### config.mk
export PLATFORM = sky130hd
export DESIGN_NAME = vga_frame_reader
export DESIGN_NICKNAME = d
export VERILOG_FILES = /design/src/rtl/vga_frame_reader.sv
export SDC_FILE = /design/constraint.sdc
export NUM_CORES = 1
export LEC_CHECK = 0
export BUFFER_PORTS_ARGS = -buffer_cell sky130_fd_sc_hd__buf_2
export CORE_UTILIZATION = 43
export DETAILED_ROUTE_END_ITERATION = 12
export HOLD_SLACK_MARGIN = 0.12
export SLEW_MARGIN = 5
export SYNTH_ARGS = -nofsm -noshare
export SYNTH_HDL_FRONTEND = slang
export SYNTH_SLANG_ARGS = --single-unit
export TNS_END_PERCENT = 50
### constraint.sdc
create_clock -name pclk -period 5.7 [get_ports pclk]
set_clock_uncertainty 0.1 [all_clocks]
set_input_delay 1.14 -clock pclk [delete_from_list [all_inputs] [get_ports pclk]]
set_output_delay 1.14 -clock pclk [all_outputs]
set_load 0.005 [all_outputs]
### src/rtl/vga_frame_reader.sv
// Read side of the camera frame buffer: scans the 160x120 RGB444 BRAM and
// drives a 640x480@60 VGA display, with each stored pixel shown as a 4x4 block.
module vga_frame_reader #(
   parameter int H_ACTIVE = 640,
   parameter int H_FP     = 16,
   parameter int H_SYNC   = 96,
   parameter int H_BP     = 48,
   parameter int V_ACTIVE = 480,
   parameter int V_FP     = 10,
   parameter int V_SYNC   = 2,
   parameter int V_BP     = 33,
   parameter int SRC_W    = 160
) (
   input  logic        pclk,
   input  logic        reset_n,
   input  logic        enable,
   output logic [18:0] rd_addr,
   input  logic [11:0] rd_data,
   output logic        vga_hs,
   output logic        vga_vs,
   output logic [3:0]  vga_r,
   output logic [3:0]  vga_g,
   output logic [3:0]  vga_b,
   output logic        frame_start
);

   localparam int H_TOTAL = H_ACTIVE + H_FP + H_SYNC + H_BP;
   localparam int V_TOTAL = V_ACTIVE + V_FP + V_SYNC + V_BP;
   localparam int HW      = $clog2(H_TOTAL);
   localparam int VW      = $clog2(V_TOTAL);

   localparam logic [HW-1:0] H_LAST = HW'(H_TOTAL - 1);
   localparam logic [HW-1:0] H_ACT  = HW'(H_ACTIVE);
   localparam logic [HW-1:0] HS_BEG = HW'(H_ACTIVE + H_FP);
   localparam logic [HW-1:0] HS_END = HW'(H_ACTIVE + H_FP + H_SYNC);
   localparam logic [VW-1:0] V_LAST = VW'(V_TOTAL - 1);
   localparam logic [VW-1:0] V_ACT  = VW'(V_ACTIVE);
   localparam logic [VW-1:0] VS_BEG = VW'(V_ACTIVE + V_FP);
   localparam logic [VW-1:0] VS_END = VW'(V_ACTIVE + V_FP + V_SYNC);
   localparam logic [18:0]   STRIDE = 19'(SRC_W);

   // stage 0: raster position and the frame-buffer row it maps to
   logic [HW-1:0] hcount, h_nxt;
   logic [VW-1:0] vcount, v_nxt;
   logic [18:0]   row_base, base_nxt, addr_nxt;
   logic          act_nxt;

   always_comb begin
      h_nxt    = hcount + 1'b1;
      v_nxt    = vcount;
      base_nxt = row_base;
      if (hcount == H_LAST) begin
         h_nxt = '0;
         v_nxt = (vcount == V_LAST) ? '0 : vcount + 1'b1;
         if (v_nxt == '0)
            base_nxt = '0;
         else if (v_nxt[1:0] == 2'b00)
            base_nxt = row_base + STRIDE;
      end
   end

   // The BRAM needs a full cycle to return data, so the address register is
   // loaded from the next raster position: rd_addr always tracks the current
   // hcount/vcount and the colour lands on the pins with the delayed sync.
   always_comb begin
      act_nxt  = (h_nxt < H_ACT) && (v_nxt < V_ACT);
      addr_nxt = act_nxt ? base_nxt + 19'(h_nxt >> 2) : rd_addr;
   end

   always_ff @(posedge pclk or negedge reset_n) begin
      if (!reset_n) begin
         hcount   <= '0;
         vcount   <= '0;
         row_base <= '0;
         rd_addr  <= '0;
      end else begin
         hcount   <= h_nxt;
         vcount   <= v_nxt;
         row_base <= base_nxt;
         rd_addr  <= addr_nxt;
      end
   end

   logic act0, hs0, vs0, first0;

   always_comb begin
      act0   = (hcount < H_ACT) && (vcount < V_ACT);
      hs0    = !((hcount >= HS_BEG) && (hcount < HS_END));
      vs0    = !((vcount >= VS_BEG) && (vcount < VS_END));
      first0 = (hcount == '0) && (vcount == '0);
   end

   // stage 1 flags, then stage 2 output registers alongside rd_data
   logic act_d1, hs_d1, vs_d1, first_d1;

   always_ff @(posedge pclk or negedge reset_n) begin
      if (!reset_n) begin
         act_d1                <= 1'b0;
         hs_d1                 <= 1'b1;
         vs_d1                 <= 1'b1;
         first_d1              <= 1'b0;
         vga_hs                <= 1'b1;
         vga_vs                <= 1'b1;
         frame_start           <= 1'b0;
         {vga_r, vga_g, vga_b} <= 12'h000;
      end else begin
         act_d1                <= act0;
         hs_d1                 <= hs0;
         vs_d1                 <= vs0;
         first_d1              <= first0;
         vga_hs                <= hs_d1;
         vga_vs                <= vs_d1;
         frame_start           <= first_d1;
         {vga_r, vga_g, vga_b} <= (act_d1 && enable) ? rd_data : 12'h000;
      end
   end

endmodule

## Word level (Yosys, flattened, before mapping)

Cells that the tools add are included.

| word-level totals | value |
|---|---|
| register bits | 77 |
| bits in latches | 0 |
| RAM bits | 0 |
| ROM bits | 0 |
| input port bits | 15 |
| output and inout port bits | 34 |
| word-level logic and storage cells | 47 |
| memories kept | 0 |

| operators by class | value |
|---|---|
| add/subtract/negate cells | 4 |
| multiply operators | 0 |
| divide/modulo/power cells | 0 |
| magnitude comparators | 8 |
| equal/unequal tests | 2 |
| shift-type cells | 0 |
| muxes and demuxes | 7 |
| bitwise gates (word level) | 0 |
| reduce and logical (&&, ||, !) cells | 12 |

Operators with widths:

| cell | number |
|---|---|
| 19-bit two-way mux | 3 |
| 10-bit zero test | 3 |
| 10-bit less-than comparator (second input constant) | 3 |
| 10-bit by 9-bit less-than comparator with 1-bit output (second input constant) | 3 |
| 10-bit two-way mux | 3 |
| 10-bit by 1-bit adder with 10-bit output (second input constant) | 2 |
| 10-bit equality test (second input constant) | 2 |
| 19-bit by 8-bit adder with 19-bit output | 1 |
| 19-bit by 8-bit adder with 19-bit output (second input constant) | 1 |
| 12-bit two-way mux | 1 |
| 10-bit >= comparator (second input constant) | 1 |
| 10-bit by 9-bit >= comparator with 1-bit output (second input constant) | 1 |
| 1-bit logical AND | 6 |
| 1-bit zero test | 2 |
| 2-bit zero test | 1 |

## Logic depth before layout (Yosys ltp)

| logic depth | value |
|---|---|
| word-level depth | 7 |
| gate-level depth with buffers | 18 |
| mapped depth without buffers | 16 |

## Worst setup path after synthesis

No wires, ideal clock.

| timing path | value |
|---|---|
| path kind | register -> register |
| start | register vcount[0] |
| end | register rd_addr[18] |
| library setup time | 0.082 ns |
| data arrival time | 4.020 ns |
| data required time | 5.518 ns |
| path slack | 1.498 ns |
| stages on the path, launching flop included | 18 |
| buffers on the path | 2 |
| period minus slack after synthesis | 4.202 ns |
| path through | dfrtp_1 -> inv_1 -> ha_1 -> or4b_4 -> or3_1 -> clkbuf_1 -> o31ai_1 -> o221ai_1 -> clkbuf_1 -> and2_1 -> ha_1 -> a21o_1 -> nand2_1 -> a21oi_1 -> o21ai_0 -> a211o_1 -> or4_1 -> a31oi_1 |

| on the way | value |
|---|---|
| cells in the longest elaborated chain, start to end | 7 |
| elaborated cells between the ends (all ways) | 12 |
| those cells by class | add/sub (2); order compare (1); eq/ne (1); mux (5); reduce/logical (3) |

RTL lines:

| item | RTL line | RTL |
|---|---|---|
| start: declaration | 44 | `logic [VW-1:0] vcount, v_nxt;` |
| start signal: assignment | 78 | `vcount <= v_nxt;` |
| 10-bit by 1-bit adder with 10-bit output / 10-bit equality test (equally long branches) | 54 | `v_nxt = (vcount == V_LAST) ? '0 : vcount + 1'b1;` |
| 10-bit two-way mux * | 54 |  |
| 2-bit zero test | 57 | `else if (v_nxt[1:0] == 2'b00)` |
| 19-bit two-way mux | 57 |  |
| 19-bit two-way mux * | 55 | `if (v_nxt == '0)` |
| 19-bit two-way mux * | 52 | `if (hcount == H_LAST) begin` |
| named net base_nxt[2] | 45 | `logic [18:0] row_base, base_nxt, addr_nxt;` |
| 19-bit by 8-bit adder with 19-bit output * | 67 | `addr_nxt = act_nxt ? base_nxt + 19'(h_nxt >> 2) : rd_addr;` |
| end signal: assignment | 80 | `rd_addr <= addr_nxt;` |
| end: declaration | 17 | `output logic [18:0] rd_addr,` |

Mark *: on every way through the listed nets, which the timed path passes. The rest lies on a longest branch.
A chain may end at the register's enable or synchronous reset.

## Worst setup path in the final report

| timing path | value |
|---|---|
| start | register hcount[5] |
| end | register rd_addr[15] |

| on the way | value |
|---|---|
| elaborated cells between the ends (all ways) | 9 |
| those cells by class | add/sub (2); order compare (2); eq/ne (1); mux (3); reduce/logical (1) |

RTL lines:

| item | RTL line | RTL |
|---|---|---|
| start: declaration | 43 | `logic [HW-1:0] hcount, h_nxt;` |
| start signal: assignment | 77 | `hcount <= h_nxt;` |
| 10-bit equality test | 52 |  |
| 19-bit two-way mux | 52 |  |
| named net base_nxt[1] | 45 |  |
| 19-bit by 8-bit adder with 19-bit output | 67 |  |

The timed path passes the listed nets, and every way through them passes these cells.

==> reports/summary.txt <==
Routed len/inst - 15.0 µm
Clock power frac - 40.6%
Setup TNS - 0 ps
Initial Utilization - 45.1%
Mapped Cells - 426
CP delay by family, top - simple AND/OR/NAND/NOR gates
Startpoint types - register
GR Layer Usage met1 - 26.9%
FP Rows - 35
Pre-Repair DR Iteration Count - 4
Yosys reg bits - 77
Detailed placer's ending HPWL - 6500 µm
Slew margin rel. - 26.7%
Switch Pwr - 210 µW
Crit. End Element - register
Leakage - 2.24 nW
Max-slew violations - 0
Number of synthesized flops with an enable pin - 0
Cell taking the most area after synthesis - dfrtp_1
Adder-Cell Fraction of Synth Area - 4.33%
Boundary pin count - 49
GRT busiest layer - met2
Measured slew at the worst slew-check pin - 1100 ps
I/O Buffers - 48
Crit-path cells - or4b_4, or3_4, nor3_1, o221ai_1, and2_1, ha_1, a211o_1, o211ai_1, a21oi_1, o21ai_0, a21o_1, or4_1, a31oi_1
Crit path DAT - 5060 ps
Final Net Count - 493
Initial antenna violation count - 0
Number of CTS-inserted buffers - 9
Post-CTS sizing - 0
CTS tree - yes
Final min period - 4900 ps
Die Ht - 101 µm
H-Tree Depth - 3
Post-CTS Setup Bufs - 0
Synth unique cells - 63
Power Total - 966 µW
Fmax achieved - 0.204 GHz
Post-synth ARST share - 100%
Via density - 5.51
WS Path Type - reg2reg
Synth Area in XOR/XNOR - 7.23%
Complex-gate fraction of the synthesized area - 13.3%
Clock sink total - 77
Die Area - 10200 µm²
Cell depth of the worst setup path - 13
Vias in the first global route - 3051
Largest family of logic cells by synthesized area - simple AND/OR/NAND/NOR gates
Ys Warns - 0
GRT met3 Usage - 5.55%
Hold Path Stages - 0
Number of max-cap violations - 0
Fin cells - 596
Largest net degree at the start of global routing - 78
GRT Overall Usage - 19.3%
CTS clk-pin slew, worst paths - 80 ps
Synth Cell Area - 4220 µm²
Primary FF master, synth - dfrtp_1
Sequential power share - 57.0%
Tcrit/Tclk final - 85.9%
Placer Congestion - 0.900
Root buffer cell - clkbuf_8
RSZ-0062 raised after global routing - no
DRC - 0
Chip Width - 101 µm
Hold Violations, Final - 0
Core Region - 9370 µm²
Final ANT Viol Nets - 0
Reg2Reg Depth - 13
Ant diodes - 0
# setup viols final - 0
Worst Path Required - 5870 ps
Pwr dens - 205 nW/µm²
Avg Synthesized Cell Area - 9.91 µm²
Final WL - 8970 µm
Outcome - complete, no violations
Grt ovf - 0
First-pass GRT wire length - 15200 µm
Hold_ws - 253 ps
CP peak stage delay - 580 ps
Hold Crit Class - reg2reg
Worst-path maximum fanout - 32
Longest Clk Path Bufs - 2
Mux contribution to synthesized area - 0.770%
Top cell type's share of synthesized area - 43.3%
Power Internal - 756 µW
Met2 global-route usage - 29.1%
IR Drop Worst-Case VDD - 0.131 mV
Placed cell count - 582
Largest cells by area after synthesis - dfrtp_1, xnor2_1, ha_1
Syn Nets - 455
CTS Hold Bufs - 0
Worst path buffer plus inverter count - 0
Initial drt markers - 145
Net Sw Frac - 21.7%
Synth-to-layout area growth - 11.4%
Synth Area in Simple Gates - 24.5%
Vias post-DR - 3284
Comb pwr share - 2.4%
Layout cells sized above 1 - 17.8%
Register area share after synthesis - 45.7%
Slowest CP cell - or4b_4
Worst-Skew Late Latency - 350 ps
[state kept, by name, summed over array words and instances (netlist names)]
signal       count
vga_g            4
vcount          10
hcount          10
rd_addr         19
hs_d1            1
vga_r            4
row_base        19
vga_b            4
vs_d1            1
act_d1           1
frame_start      1
vga_vs           1
first_d1         1
vga_hs           1
[worst paths after layout]
| kind | from | endpoint | slack (ps) |
|---|---|---|---|
| max | hcount[5]$_DFF_PN0_ | rd_addr[15]$_DFFE_PN0P_ | 800 |
| min in group asynchronous | reset_n | vcount[4]$_DFFE_PN0N_ | 850 |
| max reg2reg | hcount[5]$_DFF_PN0_ | rd_addr[15]$_DFFE_PN0P_ | 800 |
| min | hs_d1$_DFF_PN1_ | vga_hs$_DFF_PN1_ | 250 |
| max in group asynchronous | reset_n | hcount[9]$_DFF_PN0_ | 4050 |
| min reg2reg | hs_d1$_DFF_PN1_ | vga_hs$_DFF_PN1_ | 250 |
[kinds of logic after synthesis]
group | Yosys count
AND/OR/NAND/NOR | 183
AO/OA/AOI/OAI | 82
flip-flops | 77
buffers and inverters | 36
XOR/XNOR | 31
adder cells (fa/ha/maj) | 14
multiplexers | 3
[power by group through the flow]
stage | Clock (mW) | Combinational [mW] | Sequential [mW]
2_1_floorplan | 0 | 0.00341 | 0.563
3_3_place_gp | 0 | 0.0245 | 0.562
3_5_place_dp | 0 | 0.0245 | 0.562
4_1_cts | 0.408 | 0.0245 | 0.551
5_1_grt | 0.431 | 0.0276 | 0.552
6_report | 0.392 | 0.0232 | 0.551
[cells in the mapped netlist (6+ instances only)]
cell	n
o21ai_0	14
o31ai_1	9
nor4_1	12
inv_1	12
and2_1	9
ha_1	13
dfrtp_1	73
a21oi_1	10
a31oi_1	8
clkbuf_1	14
nand4_1	12
nand3_1	17
o21ai_1	6
and3_1	17
xnor2_1	23
nor2_1	34
or4_1	7
nand2_1	36
and4_1	8
a21o_1	10
nor3_1	11
[cell usage in the layout (no fill, tap or decap), types with 13 or more instances in the layout]
master	synthesis	routed
dfrtp_1	73	73
buf_2	4	47
nand2_1	36	36
nor2_1	34	34
xnor2_1	23	23
nand3_1	17	17
and3_1	17	17
o21ai_0	14	14
ha_1	13	13
[worst reg2reg max path: cells and delay by family, from the launching register on]
family,cells,cell delay [ps]
adders and majority gates,1,310
and+or+nand+nor,5,2220
AOI/OAI and AO/OA,7,1740
DFF,1,440
[metal layers]
metal  wire length [µm]  vias to the layer above  part of all wire, %
li1                   -                     1628                    -
met1               4440                     1554                   49
met2               3900                       92                   43
met3                472                       10                  5.3
met4                157                        0                  1.8
met5                  0                        -                    0
[metrics by stage]
step	cell area (µm²)	worst slack (ps)	utilization [%]
after detailed placement	4530	753	48.3
final	4710	803	50.2
after CTS	4710	740	50.2
after global routing	4710	403	50.2
after floorplan	4220	1500	-
after global placement	4530	922	48.3
[final cells by class]
class,count,area [µm²]
Inverter,12,45.0
Timing Repair Buffer,51,265
Clock inverter,4,51.3
Multi-Input combinational cell,313,2120
Clock buffer,10,128
Sequential cell,77,1930
Tap cell,129,161
Fill cell,890,4670
(Power assumes the default switching activity.)
